===== config.mk =====
export PLATFORM = sky130hd
export DESIGN_NAME = bit_serial_seq_flat
export DESIGN_NICKNAME = d
export VERILOG_FILES = /design/src/rtl/bit_serial_seq_if.sv /design/src/rtl/bit_serial_seq.sv /design/src/flat_wrapper.sv
export SDC_FILE = /design/constraint.sdc
export NUM_CORES = 1
export LEC_CHECK = 0
export ABC_CLOCK_PERIOD_IN_PS = 2009
export CAP_MARGIN = 10
export CELL_PAD_IN_SITES_DETAIL_PLACEMENT = 2
export CELL_PAD_IN_SITES_GLOBAL_PLACEMENT = 2
export CORE_MARGIN = 3
export CORE_UTILIZATION = 29
export CTS_CLUSTER_SIZE = 25
export DETAILED_ROUTE_END_ITERATION = 8
export HOLD_SLACK_MARGIN = 0.06
export PLACE_DENSITY_LB_ADDON = 0.1
export SLEW_MARGIN = 20
export SYNTH_ARGS = -nofsm -noshare
export SYNTH_HDL_FRONTEND = slang
export SYNTH_SLANG_ARGS = --single-unit

===== constraint.sdc =====
create_clock -name clk -period 2.01 [get_ports clk]
set_clock_uncertainty 0.05 [all_clocks]
set_input_delay 0.402 -clock clk [delete_from_list [all_inputs] [get_ports clk]]
set_output_delay 0.402 -clock clk [all_outputs]
set_load 0.02 [all_outputs]

===== src/rtl/bit_serial_seq_if.sv =====
`default_nettype none
// +--------------------------------------------------------------------+
// | bit_serial_seq_if : start/opcode request and datapath control bus  |
// | Rev 1.0                                                            |
// +--------------------------------------------------------------------+
interface bit_serial_seq_if #(
  parameter int WIDTH = 8
);
  localparam int CW = $clog2(WIDTH);

  logic          start;
  logic [3:0]    opcode;
  logic          busy;
  logic          le;
  logic          se;
  logic          ae;
  logic [2:0]    alu_op;
  logic          cin_load;
  logic          cin_val;
  logic [CW-1:0] bit_idx;
  logic          wb;
  logic          out_en;
  logic          done;
  logic          illegal;
  logic          overrun;

  modport master (
    output start, opcode,
    input  busy, le, se, ae, alu_op, cin_load, cin_val, bit_idx,
           wb, out_en, done, illegal, overrun
  );

  modport slave (
    input  start, opcode,
    output busy, le, se, ae, alu_op, cin_load, cin_val, bit_idx,
           wb, out_en, done, illegal, overrun
  );
endinterface
`default_nettype wire


===== src/rtl/bit_serial_seq.sv =====
`default_nettype none
// +--------------------------------------------------------------------+
// | bit_serial_seq : control sequencer for a bit-serial ALU datapath   |
// | Rev 1.0                                                            |
// +--------------------------------------------------------------------+
module bit_serial_seq #(
  parameter int WIDTH = 8
) (
  input  logic             clk,
  input  logic             rst_n,
  bit_serial_seq_if.slave  bus
);
  localparam int              CW     = $clog2(WIDTH);
  localparam logic [CW-1:0]   LAST   = CW'(WIDTH - 1);
  localparam logic [3:0]      OP_NOP = 4'd0;
  localparam logic [3:0]      OP_SUB = 4'd2;
  localparam logic [3:0]      OP_LDI = 4'd6;
  localparam logic [3:0]      OP_OUT = 4'd7;

  typedef enum logic [1:0] {IDLE, LOAD, SHIFT, DONE} state_t;

  state_t        state_q;
  logic [3:0]    op_q;
  logic [CW-1:0] cnt_q;
  logic [2:0]    alu_op_q;
  logic          busy_q, le_q, se_q, ae_q, cin_load_q, cin_val_q;
  logic          wb_q, out_en_q, done_q, illegal_q, overrun_q;

  logic          opc_legal;
  logic          opc_short;
  logic [2:0]    opc_alu;
  logic          op_acc;

  assign opc_legal = ~bus.opcode[3];
  assign opc_short = (bus.opcode == OP_NOP) || (bus.opcode == OP_OUT);
  // NOP and OUT both drive ALU function 0; arithmetic/logic ops map 1:1
  assign opc_alu   = ((bus.opcode != OP_NOP) && (bus.opcode <= OP_LDI)) ? bus.opcode[2:0] : 3'd0;
  assign op_acc    = (op_q != OP_NOP) && (op_q <= OP_LDI);

  always_ff @(posedge clk or negedge rst_n) begin
    if (!rst_n) begin
      state_q    <= IDLE;
      op_q       <= '0;
      cnt_q      <= '0;
      alu_op_q   <= '0;
      busy_q     <= 1'b0;
      le_q       <= 1'b0;
      se_q       <= 1'b0;
      ae_q       <= 1'b0;
      cin_load_q <= 1'b0;
      cin_val_q  <= 1'b0;
      wb_q       <= 1'b0;
      out_en_q   <= 1'b0;
      done_q     <= 1'b0;
      illegal_q  <= 1'b0;
      overrun_q  <= 1'b0;
    end else begin
      le_q       <= 1'b0;
      se_q       <= 1'b0;
      ae_q       <= 1'b0;
      cin_load_q <= 1'b0;
      cin_val_q  <= 1'b0;
      wb_q       <= 1'b0;
      out_en_q   <= 1'b0;
      done_q     <= 1'b0;
      illegal_q  <= 1'b0;
      overrun_q  <= bus.start && (state_q != IDLE);

      case (state_q)
        IDLE: begin
          if (bus.start) begin
            if (opc_legal) begin
              op_q     <= bus.opcode;
              alu_op_q <= opc_alu;
              busy_q   <= 1'b1;
              if (opc_short) begin
                state_q  <= DONE;
                done_q   <= 1'b1;
                out_en_q <= (bus.opcode == OP_OUT);
              end else begin
                state_q    <= LOAD;
                le_q       <= 1'b1;
                cin_load_q <= 1'b1;
                cin_val_q  <= (bus.opcode == OP_SUB);
              end
            end else begin
              illegal_q <= 1'b1;
            end
          end
        end
        LOAD: begin
          state_q <= SHIFT;
          cnt_q   <= '0;
          se_q    <= 1'b1;
          ae_q    <= op_acc;
        end
        SHIFT: begin
          // Last bit: leave with the counter cleared so no extra shift slips in
          if (cnt_q == LAST) begin
            state_q <= DONE;
            cnt_q   <= '0;
            done_q  <= 1'b1;
            wb_q    <= op_acc;
          end else begin
            cnt_q <= cnt_q + 1'b1;
            se_q  <= 1'b1;
            ae_q  <= op_acc;
          end
        end
        DONE: begin
          state_q <= IDLE;
          busy_q  <= 1'b0;
        end
        default: begin
          state_q <= IDLE;
          busy_q  <= 1'b0;
        end
      endcase
    end
  end

  assign bus.busy     = busy_q;
  assign bus.le       = le_q;
  assign bus.se       = se_q;
  assign bus.ae       = ae_q;
  assign bus.alu_op   = alu_op_q;
  assign bus.cin_load = cin_load_q;
  assign bus.cin_val  = cin_val_q;
  assign bus.bit_idx  = cnt_q;
  assign bus.wb       = wb_q;
  assign bus.out_en   = out_en_q;
  assign bus.done     = done_q;
  assign bus.illegal  = illegal_q;
  assign bus.overrun  = overrun_q;
endmodule
`default_nettype wire


===== src/flat_wrapper.sv =====
// flat-port wrapper written by rule: the top's interface ports become plain ports
module bit_serial_seq_flat 
#(
  parameter int WIDTH = 8
)
  (clk, rst_n, bus_start, bus_opcode, bus_busy, bus_le, bus_se, bus_ae, bus_alu_op, bus_cin_load, bus_cin_val, bus_bit_idx, bus_wb, bus_out_en, bus_done, bus_illegal, bus_overrun);
  bit_serial_seq_if #(.WIDTH(WIDTH)) bus_i ();
  input  logic clk;
  input  logic rst_n;
  input wire logic [$bits(bus_i.start)-1:0] bus_start;
  input wire logic [$bits(bus_i.opcode)-1:0] bus_opcode;
  output wire logic [$bits(bus_i.busy)-1:0] bus_busy;
  output wire logic [$bits(bus_i.le)-1:0] bus_le;
  output wire logic [$bits(bus_i.se)-1:0] bus_se;
  output wire logic [$bits(bus_i.ae)-1:0] bus_ae;
  output wire logic [$bits(bus_i.alu_op)-1:0] bus_alu_op;
  output wire logic [$bits(bus_i.cin_load)-1:0] bus_cin_load;
  output wire logic [$bits(bus_i.cin_val)-1:0] bus_cin_val;
  output wire logic [$bits(bus_i.bit_idx)-1:0] bus_bit_idx;
  output wire logic [$bits(bus_i.wb)-1:0] bus_wb;
  output wire logic [$bits(bus_i.out_en)-1:0] bus_out_en;
  output wire logic [$bits(bus_i.done)-1:0] bus_done;
  output wire logic [$bits(bus_i.illegal)-1:0] bus_illegal;
  output wire logic [$bits(bus_i.overrun)-1:0] bus_overrun;
  assign bus_i.start = bus_start;
  assign bus_i.opcode = bus_opcode;
  assign bus_busy = bus_i.busy;
  assign bus_le = bus_i.le;
  assign bus_se = bus_i.se;
  assign bus_ae = bus_i.ae;
  assign bus_alu_op = bus_i.alu_op;
  assign bus_cin_load = bus_i.cin_load;
  assign bus_cin_val = bus_i.cin_val;
  assign bus_bit_idx = bus_i.bit_idx;
  assign bus_wb = bus_i.wb;
  assign bus_out_en = bus_i.out_en;
  assign bus_done = bus_i.done;
  assign bus_illegal = bus_i.illegal;
  assign bus_overrun = bus_i.overrun;
  bit_serial_seq #(.WIDTH(WIDTH)) u_core (.clk(clk), .rst_n(rst_n), .bus(bus_i));
endmodule

==> Word-level counts from Yosys, hierarchy flattened <==
Cells that the tools add are included.
{ "totals": {"output_inout_bits": 17, "regBits": 21, "inputBits": 7, "word_cells": 78} }
{ "classes": {"mux": 37, "n_bitwise": 1, "magnitude_cmp": 2, "n_addsub": 1, "n_reduce_logical": 14, "eq_ne": 9} }
{ "op_table": {"columns": ["op", "count"], "rows": [
  ["$mux 1", 25],
  ["$reduce_and 3->1", 3],
  ["$mux 2", 4],
  ["$pmux 1 s2", 4],
  ["$pmux 2 s4", 1],
  ["$reduce_bool 4->1", 2],
  ["$mux 3", 2],
  ["$pmux 3 s2", 1],
  ["$reduce_bool 2->1", 3],
  ["$eq 2x2->1 const B", 2],
  ["$eq 4x2->1 const B", 1],
  ["$eq 4x3->1 const B", 1],
  ["$le 4x3->1 const B", 1],
  ["$logic_not 4->1", 1],
  ["$ne 2x2->1 const B", 2],
  ["$add 3x1->3 const B", 1],
  ["$eq 3x3->1 const B", 1],
  ["$le 3x3->1 const B", 1],
  ["$logic_and 1x1->1", 3],
  ["$eq 2x1->1 const B", 1],
  ["$logic_not 2->1", 1],
  ["$ne 2x1->1 const B", 1],
  ["$logic_or 1x1->1", 1],
  ["$not 1->1", 1]
]} }

==> Logic depth before layout (Yosys ltp) <==
{ "logic_depth": {"word_depth": 6, "depth_mapped": 6, "depth_no_buf": 5} }

==> Least setup slack after synthesis <==
Ideal clock, no wire load.
{ "synth_timing": {"path_type": "register to register", "start": "register u_core.state_q[0]", "end": "register u_core.cin_val_q, in the netlist u_core.bus.cin_val", "path_buffers": 1, "setup_slack_ns": 0.544, "path_stages_with_launch": 7, "synth_period_minus_slack_ns": 1.466, "required_ns": 1.874, "t_arrival_ns": 1.330, "setup_time_ns": 0.086, "cell_sequence": "dfrtp_1 > inv_1 > ha_1 > and3b_1 > clkbuf_1 > nand2_1 > nor3_1"} }
{ "synth_between": {"elab_chain_len": 2} }
{ "synth_rtl": {"columns": ["element", "line_no", "rtl"], "rows": [
  ["start: declaration", "bit_serial_seq.sv:22", "state_t state_q;"],
  ["start signal: assignment", "bit_serial_seq.sv:42", "state_q <= IDLE;"],
  ["start signal: assignment", "bit_serial_seq.sv:77", "state_q <= DONE;"],
  ["start signal: assignment", "bit_serial_seq.sv:81", "state_q <= LOAD;"],
  ["$logic_not 2->1", "bit_serial_seq.sv:69", "case (state_q)"],
  ["$mux 1", "bit_serial_seq.sv:69", null],
  ["end signal: assignment", "bit_serial_seq.sv:84", "cin_val_q <= (bus.opcode == OP_SUB);"],
  ["end: declaration", "bit_serial_seq.sv:26", "logic busy_q, le_q, se_q, ae_q, cin_load_q, cin_val_q;"]
]} }
No other way between the ends.
A chain may end at the register's enable or synchronous reset.

==> Worst setup path after layout <==
{ "layout_timing": {"start": "register u_core.cnt_q[2], in the netlist u_core.bus.bit_idx[2]", "end": "output bus_bit_idx[2]"} }
{ "layout_rtl": {"columns": ["element", "line_no", "rtl"], "rows": [
  ["start: declaration", "bit_serial_seq.sv:24", "logic [CW-1:0] cnt_q;"],
  ["start signal: assignment", "bit_serial_seq.sv:105", "cnt_q <= cnt_q + 1'b1;"],
  ["end: declaration", "flat_wrapper.sv:19", "output wire logic [$bits(bus_i.bit_idx)-1:0] bus_bit_idx;"]
]} }
No word-level cell between the ends.

==> impl_metrics.csv <==
group,metric,value,unit
yosys,ys_types,24,
route,antenna_left,0,
clock_network,clkTransAtPathRegs,0.12,ns
worst_setup_path,cp.required,1.56,ns
clock_network,h-tree-depth,1,
yosys,ys_warn_count,0,
route,drtPass1Iterations,4,
clock_network,cts_hold_buf,0,
floorplanning,die_y,62.6,um
final_layout,fin_area,0.00126,mm^2
sta,max_slew_margin,0.778,
final_layout,nets,134,
placement,post_dp_cell_area,0.00123,mm^2
global_routing,met1_usage,0.171,
route,vias_per_cell,4.69,
clock_network,clk_latency,0.30,ns
clock_network,post_cts_buffers,0,
global_routing,antenna_found_initial,0,
worst_setup_path,critical_path_class,"reg2out",
clock_network,cts_resized,0,
power,total_power,1.59,mW
floorplanning,num_rows,19,
route,num_vias,755,
route,drc_errors,0,
worst_setup_path,cp_top_family,"buffers and inverters",
global_routing,grt_use_met2,0.209,
clock_network,root_buffer,"clkbuf_4",
yosys,syn_avg_cell_area,10.3,um^2
sta,fin_setup_tns,0,ns
sta,period_share,0.882,
worst_setup_path,cp_max_fo,3,
floorplanning,design.core.area,0.00290,mm^2
worst_setup_path,start_kind,"flop",
clock_network,cts_inserted_buffers,3,
worst_setup_path,path_cells,"clkdlybuf4s50_1",
placement,io_buffers,23,
route,wl_per_cell,14.3,um
floorplanning,fp.dieW,62.6,um
final_layout,layout-drive-gt1-share,0.0672,
placement,place_congestion,0.721,
global_routing,use_met3,0.0270,
sta,fin_hold_ws,0.383,ns
power,pwr_density_cell,1260,mW/mm^2
yosys,yosys.area.top_type,"dfrtp_1",
worst_setup_path,cp.arrival,1.32,ns
placement,place_ws,0.203,ns
run_status,status,"finished, final reports clean",
yosys,ys_seq_area_frac,0.565,
global_routing,grt_overflow_total,0,
yosys,synth_cells,90,
yosys,syn_nets,104,
power,ir_drop,0.000582,V
sta,fmax,564,MHz
yosys,synth_top_area_frac,0.565,
yosys,ys_ff_latch,21,
run,drv_cap,0,
global_routing,grt_busiest_layer,"met2",
sta,fin_crit,1.77,ns
sta,final_hold_viol_count,0,
final_layout,antenna_cells,0,
global_routing,grt_max_degree,22,
clock_network,clock-sinks,21,
worst_setup_path,slowest_stage,"clkdlybuf4s50_1",
route,drtIter0Drc,16,
hold_path,hp-class,"in2async",
floorplanning,initial_utilization,0.321,
power,cellLeakagePower,0.608,nW
global_routing,grt_util_all_layers,0.131,
floorplanning,die-area,0.00392,mm^2
floorplanning,io-pin-count,24,
sta,setup_viol,0,
worst_setup_path,crit_path_end_kind,"output pin",
clock_network,clock_path_buffers,2,
yosys,synthesis.area,930,um^2
route,routed_wl,2.31,mm
final_layout,areaGrowthSynthToFinish,35.4,%
clock_network,cts_tree,"done",
sta,worst_pin_slew,0.332,ns
global_routing,grt_pass1_wl,4.05,mm
yosys,yosys-top-cells-area,"dfrtp_1 57%, ha_1 9.4%, nand2_1 7.7%",
worst_setup_path,crit_buf_inv,1,
worst_setup_path,max_stage_delay,0.62,ns
sta,rsz0062_at_grt,"false",
sta,postLayoutSetupSlackWorst,0.238,ns
placement,hpwl,1.77,mm
sta,slew_violations,0,
global_routing,grt_pass1_vias,823,
-- cell usage after synthesis --
cell      instances
o21a_1            1
and3_1            2
a211o_1           1
nand2_1          19
and3b_1           1
a22oi_1           2
nor3_1            1
o21ai_0           3
nor2b_1           2
a221oi_1          1
a21oi_1           2
dfrtp_1          21
nor2_1            4
a21o_1            1
nand3_1           8
and4_1            1
clkbuf_1          1
nand2b_1          1
nand3b_1          1
buf_4             1
ha_1              7
or3_1             2
inv_1             6
a32o_1            1
-- layout by cell type, fill, tap and decap left out, types with 2 or more instances in the layout --
cell / n
buf_4: 4
clkdlybuf4s50_1: 23
ha_1: 7
nor2_1: 4
clkbuf_4: 3
nor2b_1: 2
inv_1: 6
o21ai_0: 3
nand3_1: 8
and3_1: 2
dfrtp_1: 21
a21oi_1: 2
nand2_1: 19
or3_1: 2
a22oi_1: 2
-- metal layers --
| metal | routed length (um) | up-vias | part of all wire |
|---|---|---|---|
| met1 | 1120 | 370 | 0.48 |
| met5 | 0 | - | 0 |
| met2 | 1060 | 19 | 0.46 |
| li1 | - | 364 | - |
| met3 | 109 | 2 | 0.047 |
| met4 | 20 | 0 | 0.0087 |
-- flip-flops by register name, summed over array words and instances, names as in the netlist, 2 cells and up --
name and count:
u_core.op_q 3, u_core.bus.alu_op 3, u_core.bus.bit_idx 3, u_core.state_q 2
-- kinds of logic after synthesis --
group | Yosys count | share of synthesized area
flip-flops | 21 | 0.565
AND/OR/NAND/NOR | 42 | 0.215
buffers and inverters | 8 | 0.0363
adder cells (fa/ha/maj) | 7 | 0.0942
AO/OA/AOI/OAI | 12 | 0.0888
-- where the power goes --
part | switching, mW | internal [mW] | total (mW)
registers | 0.0811 | 0.552 | 0.634
logic | 0.429 | 0.323 | 0.752
clock network | 0.132 | 0.0742 | 0.206
total | 0.641 | 0.950 | 1.59
-- layout make-up --
| cell class | count | area [um^2] |
|---|---|---|
| timing repair buffer | 27 | 260 |
| multi-input combinational | 61 | 370 |
| inverter | 6 | 22.5 |
| clock inverter | 1 | 5.00 |
| clock buffer | 3 | 22.5 |
| fill | 324 | 1640 |
| tap | 42 | 52.6 |
| sequential | 21 | 526 |
-- metrics by stage --
| step | std cells | utilization |
|---|---|---|
| finish | 161 | 0.434 |
| global route | 161 | 0.434 |
| CTS | 161 | 0.434 |
| floorplan | 90 | - |
| global placement | 157 | 0.425 |
| detailed placement | 157 | 0.425 |
-- worst paths after layout --
check                                       from                   end  slack [ns]  cells after the start
setup / recovery           u_core.bus.bit_idx[2]        bus_bit_idx[2]        0.24                      1
min in group clk            u_core.bus.alu_op[0]  u_core.bus.alu_op[0]        0.44                      2
hold / removal                             rst_n    u_core.bus.illegal        0.38                      2
max in group asynchronous                  rst_n     u_core.state_q[0]        1.31                      2
setup reg to reg               u_core.state_q[1]    u_core.bus.cin_val        0.31                      5
hold reg to reg             u_core.bus.alu_op[0]  u_core.bus.alu_op[0]        0.44                      2
Power figures use the tool's default switching activity.
